**src/rtl/tx_filter_sequencer.sv**
```systemverilog
// tx_filter_sequencer: symbol/phase timing for the 4-phase BPSK polyphase TX FIR.
// Generates the polyphase select and the FIR shift enable, sources a PRBS9
// symbol stream, and runs fixed-length or continuous bursts.
//
// Handshake: i_start is a one-cycle request, accepted only when the sequencer
// is idle and i_enable is high. o_busy stays high from the following cycle
// until the burst ends. o_done pulses for one (enabled) cycle on return to idle.
// A new i_start may be given in the o_done cycle. i_enable low stalls everything.
module tx_filter_sequencer #(
  parameter int          NBAUDS   = 6,
  parameter int          NB_COUNT = 16,
  parameter logic [8:0]  SEED     = 9'h1FF
) (
  input  logic                clock,
  input  logic                i_reset,
  input  logic                i_enable,
  input  logic                i_start,
  input  logic                i_stop,
  input  logic [NB_COUNT-1:0] i_nsym,
  output logic                o_data_bit,
  output logic [2:0]          o_counterMux,
  output logic                o_filter_enable,
  output logic                o_out_valid,
  output logic                o_busy,
  output logic                o_done,
  output logic [1:0]          o_dbg_state
);

  localparam int         FW       = $clog2(NBAUDS + 1);
  localparam logic [FW-1:0] FILL_MAX = FW'(NBAUDS);
  // An all-zero PRBS would lock up, so a zero seed falls back to all ones.
  localparam logic [8:0] SEED_EFF = (SEED == 9'h000) ? 9'h1FF : SEED;

  typedef enum logic [1:0] {
    S_IDLE = 2'd0,
    S_RUN  = 2'd1,
    S_TAIL = 2'd2
  } state_e;

  state_e                state_q, state_d;
  logic [1:0]            phase_q, phase_d;
  logic [8:0]            prbs_q, prbs_d;
  logic [NB_COUNT-1:0]   sym_q, sym_d;
  logic [NB_COUNT-1:0]   nsym_q, nsym_d;
  logic [FW-1:0]         fill_q, fill_d;
  logic                  stop_pending_q, stop_pending_d;
  logic                  done_q, done_d;

  logic [NB_COUNT-1:0]   sym_inc;
  logic                  last_sym;

  assign sym_inc  = sym_q + NB_COUNT'(1);
  // The load about to happen is symbol number sym_q+1; zero means continuous.
  assign last_sym = (nsym_q != '0) && (sym_inc == nsym_q);

  // Next-state logic: everything holds unless i_enable is high.
  always_comb begin
    state_d        = state_q;
    phase_d        = phase_q;
    prbs_d         = prbs_q;
    sym_d          = sym_q;
    nsym_d         = nsym_q;
    fill_d         = fill_q;
    stop_pending_d = stop_pending_q;
    done_d         = done_q;
    if (i_enable) begin
      done_d = 1'b0;
      case (state_q)
        S_IDLE: begin
          phase_d        = 2'b01;
          stop_pending_d = 1'b0;
          if (i_start) begin
            state_d = S_RUN;
            nsym_d  = i_nsym;
            sym_d   = '0;
            fill_d  = '0;
            prbs_d  = SEED_EFF;
          end
        end
        S_RUN: begin
          phase_d = phase_q + 2'd1;
          if (i_stop) stop_pending_d = 1'b1;
          // Load edge: the FIR shifts o_data_bit in at the end of this cycle.
          if (phase_q == 2'b01) begin
            prbs_d = {prbs_q[7:0], prbs_q[8] ^ prbs_q[4]};
            sym_d  = sym_inc;
            if (fill_q != FILL_MAX) fill_d = fill_q + FW'(1);
            if (stop_pending_q || i_stop || last_sym) state_d = S_TAIL;
          end
        end
        S_TAIL: begin
          // Finish phases 10, 11, 00 of the last symbol without loading.
          phase_d = phase_q + 2'd1;
          if (i_stop) stop_pending_d = 1'b1;
          if (phase_q == 2'b00) begin
            state_d = S_IDLE;
            done_d  = 1'b1;
          end
        end
        default: begin
          state_d = S_IDLE;
          phase_d = 2'b01;
        end
      endcase
    end
  end

  // State register with synchronous active-low reset.
  always_ff @(posedge clock) begin
    if (!i_reset) begin
      state_q        <= S_IDLE;
      phase_q        <= 2'b01;
      prbs_q         <= SEED_EFF;
      sym_q          <= '0;
      nsym_q         <= '0;
      fill_q         <= '0;
      stop_pending_q <= 1'b0;
      done_q         <= 1'b0;
    end else begin
      state_q        <= state_d;
      phase_q        <= phase_d;
      prbs_q         <= prbs_d;
      sym_q          <= sym_d;
      nsym_q         <= nsym_d;
      fill_q         <= fill_d;
      stop_pending_q <= stop_pending_d;
      done_q         <= done_d;
    end
  end

  assign o_data_bit      = prbs_q[8];
  assign o_counterMux    = {1'b0, phase_q};
  assign o_busy          = (state_q != S_IDLE);
  assign o_filter_enable = i_enable && (state_q != S_IDLE);
  assign o_out_valid     = i_enable && ((state_q == S_RUN) || (state_q == S_TAIL)) &&
                           (fill_q == FILL_MAX);
  assign o_done          = done_q;
  assign o_dbg_state     = state_q;

endmodule

```
**config.mk**
```make
export PLATFORM = sky130hd
export DESIGN_NAME = tx_filter_sequencer
export DESIGN_NICKNAME = d
export VERILOG_FILES = /design/src/rtl/tx_filter_sequencer.sv
export SDC_FILE = /design/constraint.sdc
export NUM_CORES = 1
export LEC_CHECK = 0
export CORE_MARGIN = 5
export CORE_UTILIZATION = 47
export DETAILED_ROUTE_END_ITERATION = 10
export GPL_ROUTABILITY_DRIVEN = 1
export HOLD_SLACK_MARGIN = 0.1
export PLACE_DENSITY = 0.67
export SLEW_MARGIN = 15
export SYNTH_ARGS = -nofsm -noshare
export SYNTH_HDL_FRONTEND = slang
export SYNTH_SLANG_ARGS = --single-unit
export TNS_END_PERCENT = 100
```
**constraint.sdc**
```tcl
create_clock -name clock -period 2.75 [get_ports clock]
set_input_delay 0.55 -clock clock [delete_from_list [all_inputs] [get_ports clock]]
set_output_delay 0.55 -clock clock [all_outputs]
set_load 0.02 [all_outputs]
```
# [Yosys cells after proc, flatten, opt, wreduce, memory -nomap -nowiden]
# Cells that the tools add are included.
# W data, S select, Z words.
[word_totals] mem_bits_ro=0 inputBits=21 ramBits=0 elab_cells=63 memories=0 latch_bits=0 reg_bits=50 out_inout_bits=10
[classes] shift=0 muxes=20 order_cmp=0 reduce_logical=19 multipliers=0 add_sub_neg=3 bitwise_logic=1 n_div=0 eq_ne=12
[op_table] cell="$mux W16" count=2
[op_table] cell="$pmux W16 S2" count=1
[op_table] cell="$mux W9" count=2
[op_table] cell="$pmux W9 S2" count=1
[op_table] cell="$add A16 B1 Y16 const B" count=1
[op_table] cell="$eq A16 B16 Y1" count=1
[op_table] cell="$reduce_bool A16 Y1" count=1
[op_table] cell="$mux W2" count=5
[op_table] cell="$ne A2 B2 Y1 const B" count=5
[op_table] cell="$reduce_and A5 Y1" count=2
[op_table] cell="$mux W3" count=3
[op_table] cell="$pmux W2 S3" count=1
[op_table] cell="$pmux W3 S2" count=1
[op_table] cell="$reduce_and A3 Y1" count=2
[op_table] cell="$reduce_bool A2 Y1" count=3
[op_table] cell="$eq A2 B1 Y1 const B" count=2
[op_table] cell="$logic_and A1 B1 Y1" count=4
[op_table] cell="$logic_not A2 Y1" count=2
[op_table] cell="$reduce_and A4 Y1" count=1
[op_table] cell="$add A3 B1 Y3 const B" count=1
[op_table] cell="$eq A3 B3 Y1 const B" count=1
[op_table] cell="$logic_or A1 B1 Y1" count=3
[op_table] cell="$mux W1" count=3
[op_table] cell="$ne A3 B3 Y1 const B" count=1
[op_table] cell="other kinds (6)" count=6

# [Depth between registers and ports, before layout]
# Gate-level depths: netlist (run 1).
[depth] depth_word=7 mapped_depth=11 depth_no_buf=8

# [Worst setup path after synthesis (run 1)]
# Ideal clock, no wire load.
[synth_timing] path_type="flip-flop to flip-flop" from="register state_q[0] (netlist: o_dbg_state[0])" to="register state_q[0] (netlist: o_dbg_state[0])" setup_ns=0.120 path_buffers=1 period_less_slack_ns=2.405 setup_slack_ns=0.345 required_time_ns=2.630 stages_incl_launch_ff=10 arrival_ns=2.285 path_cell_list="dfxtp_1 inv_1 ha_1 clkbuf_1 nand2b_1 nand4_1 nor4_1 nand4_1 or4b_1 a211o_1"
[synth_between] elab_chain_len=3 elab_cells_between_ends=9 classes_between="eq/ne (6); mux (1); reduce/logical (2)"
[synth_rtl] item="from (decl)" line="40" source="state_e state_q, state_d;"
[synth_rtl] item="from (signal assigned)" line="120" source="state_q <= state_d;"
[synth_rtl] item="$eq A2 B2 Y1, or another cell as far along" line="68" source="case (state_q)"
[synth_rtl] item="$ne A2 B2 Y1 (no source line)"
[synth_rtl] item="$reduce_and A5 Y1 (no source line)"
# Parallel ways exist; a longest one is shown, timed or not.
# A chain may end at the register's enable or synchronous reset.

# [Worst setup path after layout (run 1)]
[layout_timing] from="register sym_q[0]" to="register state_q[0] (netlist: o_dbg_state[0])"
[layout_between] elab_chain_len=6
[layout_rtl] item="from (decl)" line="43" source="logic [NB_COUNT-1:0] sym_q, sym_d;"
[layout_rtl] item="from (signal assigned)" line="123" source="sym_q <= sym_d;"
[layout_rtl] item="$add A16 B1 Y16" line="52" source="assign sym_inc = sym_q + NB_COUNT'(1);"
[layout_rtl] item="$eq A16 B16 Y1" line="54" source="assign last_sym = (nsym_q != '0) && (sym_inc == nsym_q);"
[layout_rtl] item="$logic_and A1 B1 Y1" line="54"
[layout_rtl] item="$logic_or A1 B1 Y1" line="88" source="if (stop_pending_q || i_stop || last_sym) state_d = S_TAIL;"
[layout_rtl] item="$ne A2 B2 Y1 (no source line)"
[layout_rtl] item="$reduce_and A5 Y1 (no source line)"
# Every way passes these cells.

==> results of run 1 <==
## cell families after synthesis
logic type,after synthesis
compound gates,79
buf+inv,39
fa+ha+maj,8
xor+xnor,23
other cells,1
flops,50
simple gates,167
## worst paths after layout
path,endpoint,depth (start not counted),from
worst max register to register,o_dbg_state[0]$_SDFFE_PN0P_,7,sym_q[0]$_SDFFE_PN0P_
worst min register to register,prbs_q[1]$_SDFFE_PN1P_,2,prbs_q[0]$_SDFFE_PN1P_
worst max-delay path,o_dbg_state[0]$_SDFFE_PN0P_,7,sym_q[0]$_SDFFE_PN0P_
worst min-delay path,prbs_q[1]$_SDFFE_PN1P_,2,prbs_q[0]$_SDFFE_PN1P_
## registers in the layout, summed over array words and instances (netlist names)
signal and count:
o_done 1, sym_q 16, prbs_q 9, stop_pending_q 1
nsym_q 16, phase_q 2, o_dbg_state 2, fill_q 3
## stage by stage
stage / worst slack [ps] / cells / cell area, sq um
floorplan: 345 / 367 / 2930
global placement: 120 / 457 / 3270
finish: 177 / 465 / 3380
CTS: 208 / 465 / 3380
global route: 10.2 / 465 / 3380
detailed placement: 68.5 / 457 / 3270
## power groups by stage
| stage | combinational (uW) | clock (uW) | sequential (uW) |
|---|---|---|---|
| 3_3_place_gp | 520 | 0 | 849 |
| 5_1_grt | 587 | 566 | 844 |
| 3_5_place_dp | 526 | 0 | 849 |
| 4_1_cts | 528 | 540 | 833 |
| 6_report | 524 | 531 | 833 |
| 2_1_floorplan | 317 | 0 | 856 |
## cell usage in the layout, fill, tap and decap left out, types with 2 or more instances in the layout
cell type | netlist | routed
nor3_1 | 4 | 4
a21o_1 | 5 | 5
nand2b_1 | 5 | 5
dfxtp_1 | 50 | 50
or4_1 | 4 | 4
nand4b_1 | 3 | 3
nand3b_1 | 2 | 2
and2_1 | 7 | 7
xor2_1 | 10 | 10
nor4_1 | 7 | 6
o21ai_0 | 19 | 18
inv_1 | 9 | 9
o211ai_1 | 5 | 5
nand2_1 | 61 | 61
xnor2_1 | 13 | 13
a22oi_1 | 5 | 5
a31oi_1 | 3 | 3
nor2_1 | 11 | 11
nor2b_1 | 10 | 10
ha_1 | 8 | 8
and3_1 | 4 | 4
a21boi_0 | 20 | 20
clkbuf_8 | 0 | 5
clkdlybuf4s50_1 | 0 | 29
nand4_1 | 11 | 11
buf_4 | 8 | 16
nor3b_1 | 2 | 2
and4_1 | 3 | 3
a21oi_1 | 15 | 15
nand3_1 | 25 | 25
## worst register-to-register path, stage by stage, from the launching register on
cell and delay [ps]:
dfxtp_1 460, ha_1 210, and3_1 410, nand3_4 130, a2111oi_4 330, o211ai_1 150
or4b_1 520, a211o_1 270
## cell usage after synthesis, drive strengths merged, types with 7 or more instances
cell	n	area share
xnor2	13	0.039
nand2	61	0.078
inv	9	0.012
a21oi	15	0.026
nor2	11	0.014
xor2	10	0.030
dfxtp	50	0.34
nand3	27	0.052
buf	13	0.033
nor2b	10	0.021
nor4	7	0.015
ha	8	0.034
nand4	11	0.024
o21ai	19	0.033
a21boi	20	0.051
and2	7	0.015
clkbuf	17	0.022
## layout make-up
type,count,area (sq um)
clock buffer,6,72.6
clock inverter,2,37.5
fill,570,2610
inverter,9,33.8
multi-input combinational,278,1740
sequential,50,1000
tap,75,93.8
timing repair buffer,45,410
## metal layers
metal  part of all wire  vias to the layer above  track usage
li1                   -                     1326            -
met1               0.48                     1209        0.263
met2               0.45                       62        0.300
met3              0.058                        8       0.0304
met4              0.011                        0       0.0618
met5                  0                        -            0
## repair_timing
| item | CTS | global route |
|---|---|---|
| gates resized for setup | 0 | 1 |
| setup buffers | 0 | 0 |
| endpoints found under the setup margin | 0 | 1 |
==> summary.txt, run 1 <==
Outcome
  • Status: completed

Floorplan
  • Top-Level Pins: 31
  • Die X: 88.9 um
  • Core area: 5990 sq um
  • Die Area: 7900 sq um
  • Row cnt: 28
  • Starting Density: 0.488
  • Die Y: 88.9 um

Critical path
  • Critical Path Start Type: flop
  • Crit Path Class: reg -> reg
  • Crit end category: flop
  • Critical Path RT: 2960 ps
  • Flop2flop setup slack: 180 ps
  • WP data arrival: 2780 ps
  • Worst-path maximum fanout: 10
  • Crit path cell chain: ha_1 -> and3_1 -> nand3_4 -> a2111oi_4 -> o211ai_1 -> or4b_1 -> a211o_1
  • CP bufs+invs: 0
  • Top delay family on crit path: simple AND/OR/NAND/NOR gates
  • Crit-path slowest cell: or4b_1
  • CP peak stage delay: 520 ps

Route
  • Post-DR vias/cell: 5.60
  • 1st-pass router iterations: 4
  • Wirelength per Cell: 14.7 um
  • DR iter-0 viols: 149
  • Final WL: 6820 um
  • Antenna viol nets, final: 0
  • Vias: 2605
  • DRC: 0

Global routing
  • Number of global-route vias before repair: 2482
  • Antenna violations before repair: 0
  • Total grt overflow: 0
  • First-pass GRT wire length: 11900 um
  • Global Route Usage Sum: 0.190
  • Largest net degree at the start of global routing: 22

Layout
  • Share of cells above drive strength 1: 0.0769
  • Area growth from synthesis to layout: 15.7%
  • Diode count: 0
  • Final #Nets: 418
  • Util after Layout: 0.565

Pwr
  • Sw Share: 0.319
  • Worst VDD drop: 310 uV
  • Sequential fraction of design power: 0.441
  • Clock power share: 0.281
  • Net Switching: 602 uW
  • Internal Power: 1290 uW
  • Tot Pwr: 1890 uW
  • Logic pwr share: 0.278
  • Leakage: 0.00130 uW
  • PwrDens: 558 nW/um^2

Yosys
  • Post-synth EDFFs: 0
  • Async S/R FF share, synth: 0
  • Post-Synth Simple-Gate Area: 0.304
  • Avg Inst Size Synth: 7.97 sq um
  • Top FF cell, synth: dfxtp_1
  • Cell count after synthesis: 367
  • Compound-gate portion of the synthesized area: 0.183
  • Syn Std Cell Area: 2930 sq um
  • Main combinational cell family by area after synthesis: simple AND/OR/NAND/NOR gates
  • Post-synth net total: 396
  • Yosys reg bits: 50
  • Synth unique cells: 47
  • Register area share after synthesis: 0.342
  • Yosys warning count: 0
  • Synth Area in Adders: 0.0342
  • Xor/xnor share of the synthesized area: 0.0689
  • Mux cell area share after synthesis: 0

Timing
  • Max Fclk: 389 MHz
  • Unrepaired setup endpoints after global routing: no
  • Actual slew at the worst max-slew pin: 622 ps
  • Headroom to the max-slew limit: 0.584
  • Setup_tns: 0 ps
  • Fin. max-slew vios: 0
  • Hold Vio Cnt, Final: 0
  • Post-Route Hold Slack: 473 ps
  • Tmin final: 2570 ps
  • Fin crit share: 0.936
  • Worst Skew: 12.6 ps
  • Setup violators final: 0

CTS
  • CTS hold repair buffers: 0
  • Clk pin slew, worst setup/hold paths: 100 ps
  • Later-pin clock latency in the skew report: 310 ps
  • TritonCTS Buffers: 5
  • Clock sink total: 50
  • H-tree depth: 2
  • Root cell of the clock tree: clkbuf_8
  • CTS max path bufs: 2
  • Clock tree from TritonCTS: yes

Hold path
  • Worst Hold Class: reg -> reg

Placed design
  • Final HPWL from detailed placement: 4930 um
  • I/O Buffers: 29
  • Final GP Congestion: 0.860

Run
  • Max-cap violations: 0
No activity file was read; power rests on OpenSTA's default activity.
==> inputs of run 2 (changes only) <==
==> constraint.sdc (replaced) <==
create_clock -name clock -period 3.2 [get_ports clock]
set_input_delay 0.64 -clock clock [delete_from_list [all_inputs] [get_ports clock]]
set_output_delay 0.64 -clock clock [all_outputs]
set_load 0.02 [all_outputs]
==> run 2 against run 1 <==
Compared with the run above: worst setup slack improved by 260 ps; sequential power decreased by 14%; wire length decreased by 0.91%; clock power decreased by 16%; utilization decreased by 1.5 points; global-route usage decreased by 0.76 points; via count decreased by 2.0%; die area unchanged; critical endpoint unchanged; largest power group unchanged; highest routed layer unchanged.
==> summary.txt, run 2 (same netlist as run 1, synthesis figures left out) <==
Outcome
  • Status: completed

Critical path
  • Crit Path Class: reg -> reg
  • Crit-path slowest cell: or4b_1
  • CP bufs+invs: 0 (unchanged)
  • Top delay family on crit path: simple AND/OR/NAND/NOR gates
  • Worst-path maximum fanout: 10 (unchanged)
  • WP data arrival: 2970 ps (+190 ps)
  • CP peak stage delay: 510 ps (about the same)
  • Critical Path Start Type: flop
  • Critical Path RT: 3410 ps (+450 ps)
  • Reg2reg path depth: 7 (unchanged)
  • CP Depth: 7 (unchanged)
  • Crit path cell chain: ha_1 -> and3_1 -> nand3_4 -> a2111oi_4 -> o211ai_1 -> or4b_1 -> a211o_1
  • Crit end category: flop

CTS
  • CTS hold repair buffers: 0 (unchanged)
  • Root cell of the clock tree: clkbuf_8
  • CTS max path bufs: 2 (unchanged)
  • Clock tree from TritonCTS: yes
  • Post-CTS Resized: 0 (unchanged)
  • Later-pin clock latency in the skew report: 310 ps (about the same)
  • Clk pin slew, worst setup/hold paths: 90 ps (about the same)
  • H-tree depth: 2 (unchanged)
  • TritonCTS Buffers: 5 (unchanged)
  • # Post-CTS Setup Buffers: 0 (unchanged)
  • Clock sink total: 50 (unchanged)

Layout
  • Final #Nets: 406 (-2.9%)
  • Commonest cells after routing, fill and taps aside: 61 x nand2_1, 50 x dfxtp_1, 29 x clkdlybuf4s50_1, 25 x nand3_1, 20 x a21boi_0
  • Share of cells above drive strength 1: 0.0476 (-0.0293)
  • Final instance area: 3290 sq um (-2.7%)
  • Area growth from synthesis to layout: 12.5%
  • Largest regs: nsym_q x16, sym_q x16, prbs_q x9
  • Diode count: 0 (unchanged)
  • Util after Layout: 0.549 (-0.0155)
  • Most common cell after layout, fill and taps aside: nand2_1

Global routing
  • Number of global-route vias before repair: 2305 (-7.1%)
  • First-pass GRT wire length: 11400 um (-4.4%)
  • Global Route Usage Sum: 0.182 (-0.00764)
  • Antenna violations before repair: 0 (unchanged)
  • Largest net degree at the start of global routing: 38 (+73%)
  • Total grt overflow: 0 (unchanged)

Placed design
  • Final HPWL from detailed placement: 4700 um (-4.7%)
  • Setup WS pre-CTS: 388 ps (+320 ps)
  • DP Area: 3180 sq um (-2.6%)
  • I/O Buffers: 29 (unchanged)
  • Final GP Congestion: 0.844 (-1.9%)

Route
  • Antenna viol nets, final: 0 (unchanged)
  • Vias: 2553 (-2.0%)
  • DR iter-0 viols: 185 (+24%)
  • 1st-pass router iterations: 4 (unchanged)
  • Final WL: 6760 um (-0.91%)
  • Wirelength per Cell: 14.9 um (+1.7%)
  • DRC: 0 (unchanged)
  • Post-DR vias/cell: 5.64 (+0.60%)

Timing
  • Unrepaired setup endpoints after global routing: no
  • Tmin final: 2770 ps (+192 ps)
  • Setup violators final: 0 (unchanged)
  • Actual slew at the worst max-slew pin: 1030 ps (+411 ps)
  • Worst Skew: 11.4 ps (-1.14 ps)
  • Worst Setup Slack, final: 435 ps (+258 ps)
  • Post-Route Hold Slack: 473 ps (+0.0520 ps)
  • Headroom to the max-slew limit: 0.311 (-0.273)
  • Fin. max-slew vios: 0 (unchanged)
  • Fin crit share: 0.864 (-0.0716)
  • Max Fclk: 362 MHz (-6.9%)
  • Hold Vio Cnt, Final: 0 (unchanged)
  • Setup_tns: 0 ps (unchanged)

Floorplan
  • Starting Density: 0.488 (unchanged)
  • Top-Level Pins: 31 (unchanged)
  • Die Area: 7900 sq um (unchanged)
  • Row cnt: 28 (unchanged)
  • Die Y: 88.9 um (unchanged)
  • Die X: 88.9 um (unchanged)
  • Core area: 5990 sq um (unchanged)

Pwr
  • PwrDens: 483 nW/um^2 (-13%)
  • Worst VDD drop: 240 uV (-23%)
  • Leakage: 0.00124 uW (-4.5%)

Hold path
  • Worst Hold Class: reg -> reg
  • Hold path cells: 2 (unchanged)

Run
  • Max-cap violations: 0 (unchanged)
[run 2: worst paths after layout]
check / start / endpoint / slack [ps]
worst max-delay path: sym_q[0]$_SDFFE_PN0P_ / o_dbg_state[0]$_SDFFE_PN0P_ / 430
worst min-delay path: prbs_q[7]$_SDFFE_PN1P_ / prbs_q[8]$_SDFFE_PN1P_ / 470
worst max register to register: sym_q[0]$_SDFFE_PN0P_ / o_dbg_state[0]$_SDFFE_PN0P_ / 430
worst min register to register: prbs_q[7]$_SDFFE_PN1P_ / prbs_q[8]$_SDFFE_PN1P_ / 470
[run 2: final cells by class]
cell class                 count  area [sq um]
sequential                    50          1000
timing repair buffer          33           320
fill                         568          2700
multi-input combinational    278          1730
clock inverter                 2          37.5
inverter                       9          33.8
clock buffer                   6          72.6
tap                           75          93.8
[run 2: routing by layer]
layer,wire (um),track usage,up-vias
met5,0,0,-
met4,74,0.0481,0
met3,466,0.0406,11
met2,3000,0.289,72
met1,3220,0.250,1168
li1,-,-,1302
[run 2: tightest hold or removal path, stage by stage, from the launching register on]
cell     delay [ps]
dfxtp_1         320
nand2_1          50
nand3_1          60
[run 2: stage by stage]
step	cells	power, uW
2_1_floorplan	367	1010
3_3_place_gp	445	1150
3_5_place_dp	445	1160
4_1_cts	453	1610
5_1_grt	453	1690
6_report	453	1590
[run 2: report_power, final]
| group | leakage, uW | switching [uW] | internal [uW] |
|---|---|---|---|
| Combinational | 0.000780 | 249 | 177 |
| Sequential | 0.000406 | 44.0 | 673 |
| Clock | 0.0000514 | 213 | 233 |
| Total | 0.00124 | 506 | 1080 |
==> inputs of run 3 (changes only) <==
--- a/config.mk
+++ b/config.mk
@@ -5,6 +5,7 @@
 export SDC_FILE = /design/constraint.sdc
 export NUM_CORES = 1
 export LEC_CHECK = 0
+export ABC_AREA = 0
 export CORE_MARGIN = 5
 export CORE_UTILIZATION = 47
 export DETAILED_ROUTE_END_ITERATION = 10
==> results of run 3 <==
Final layout, timing and power as in run 2 (identical DEF).
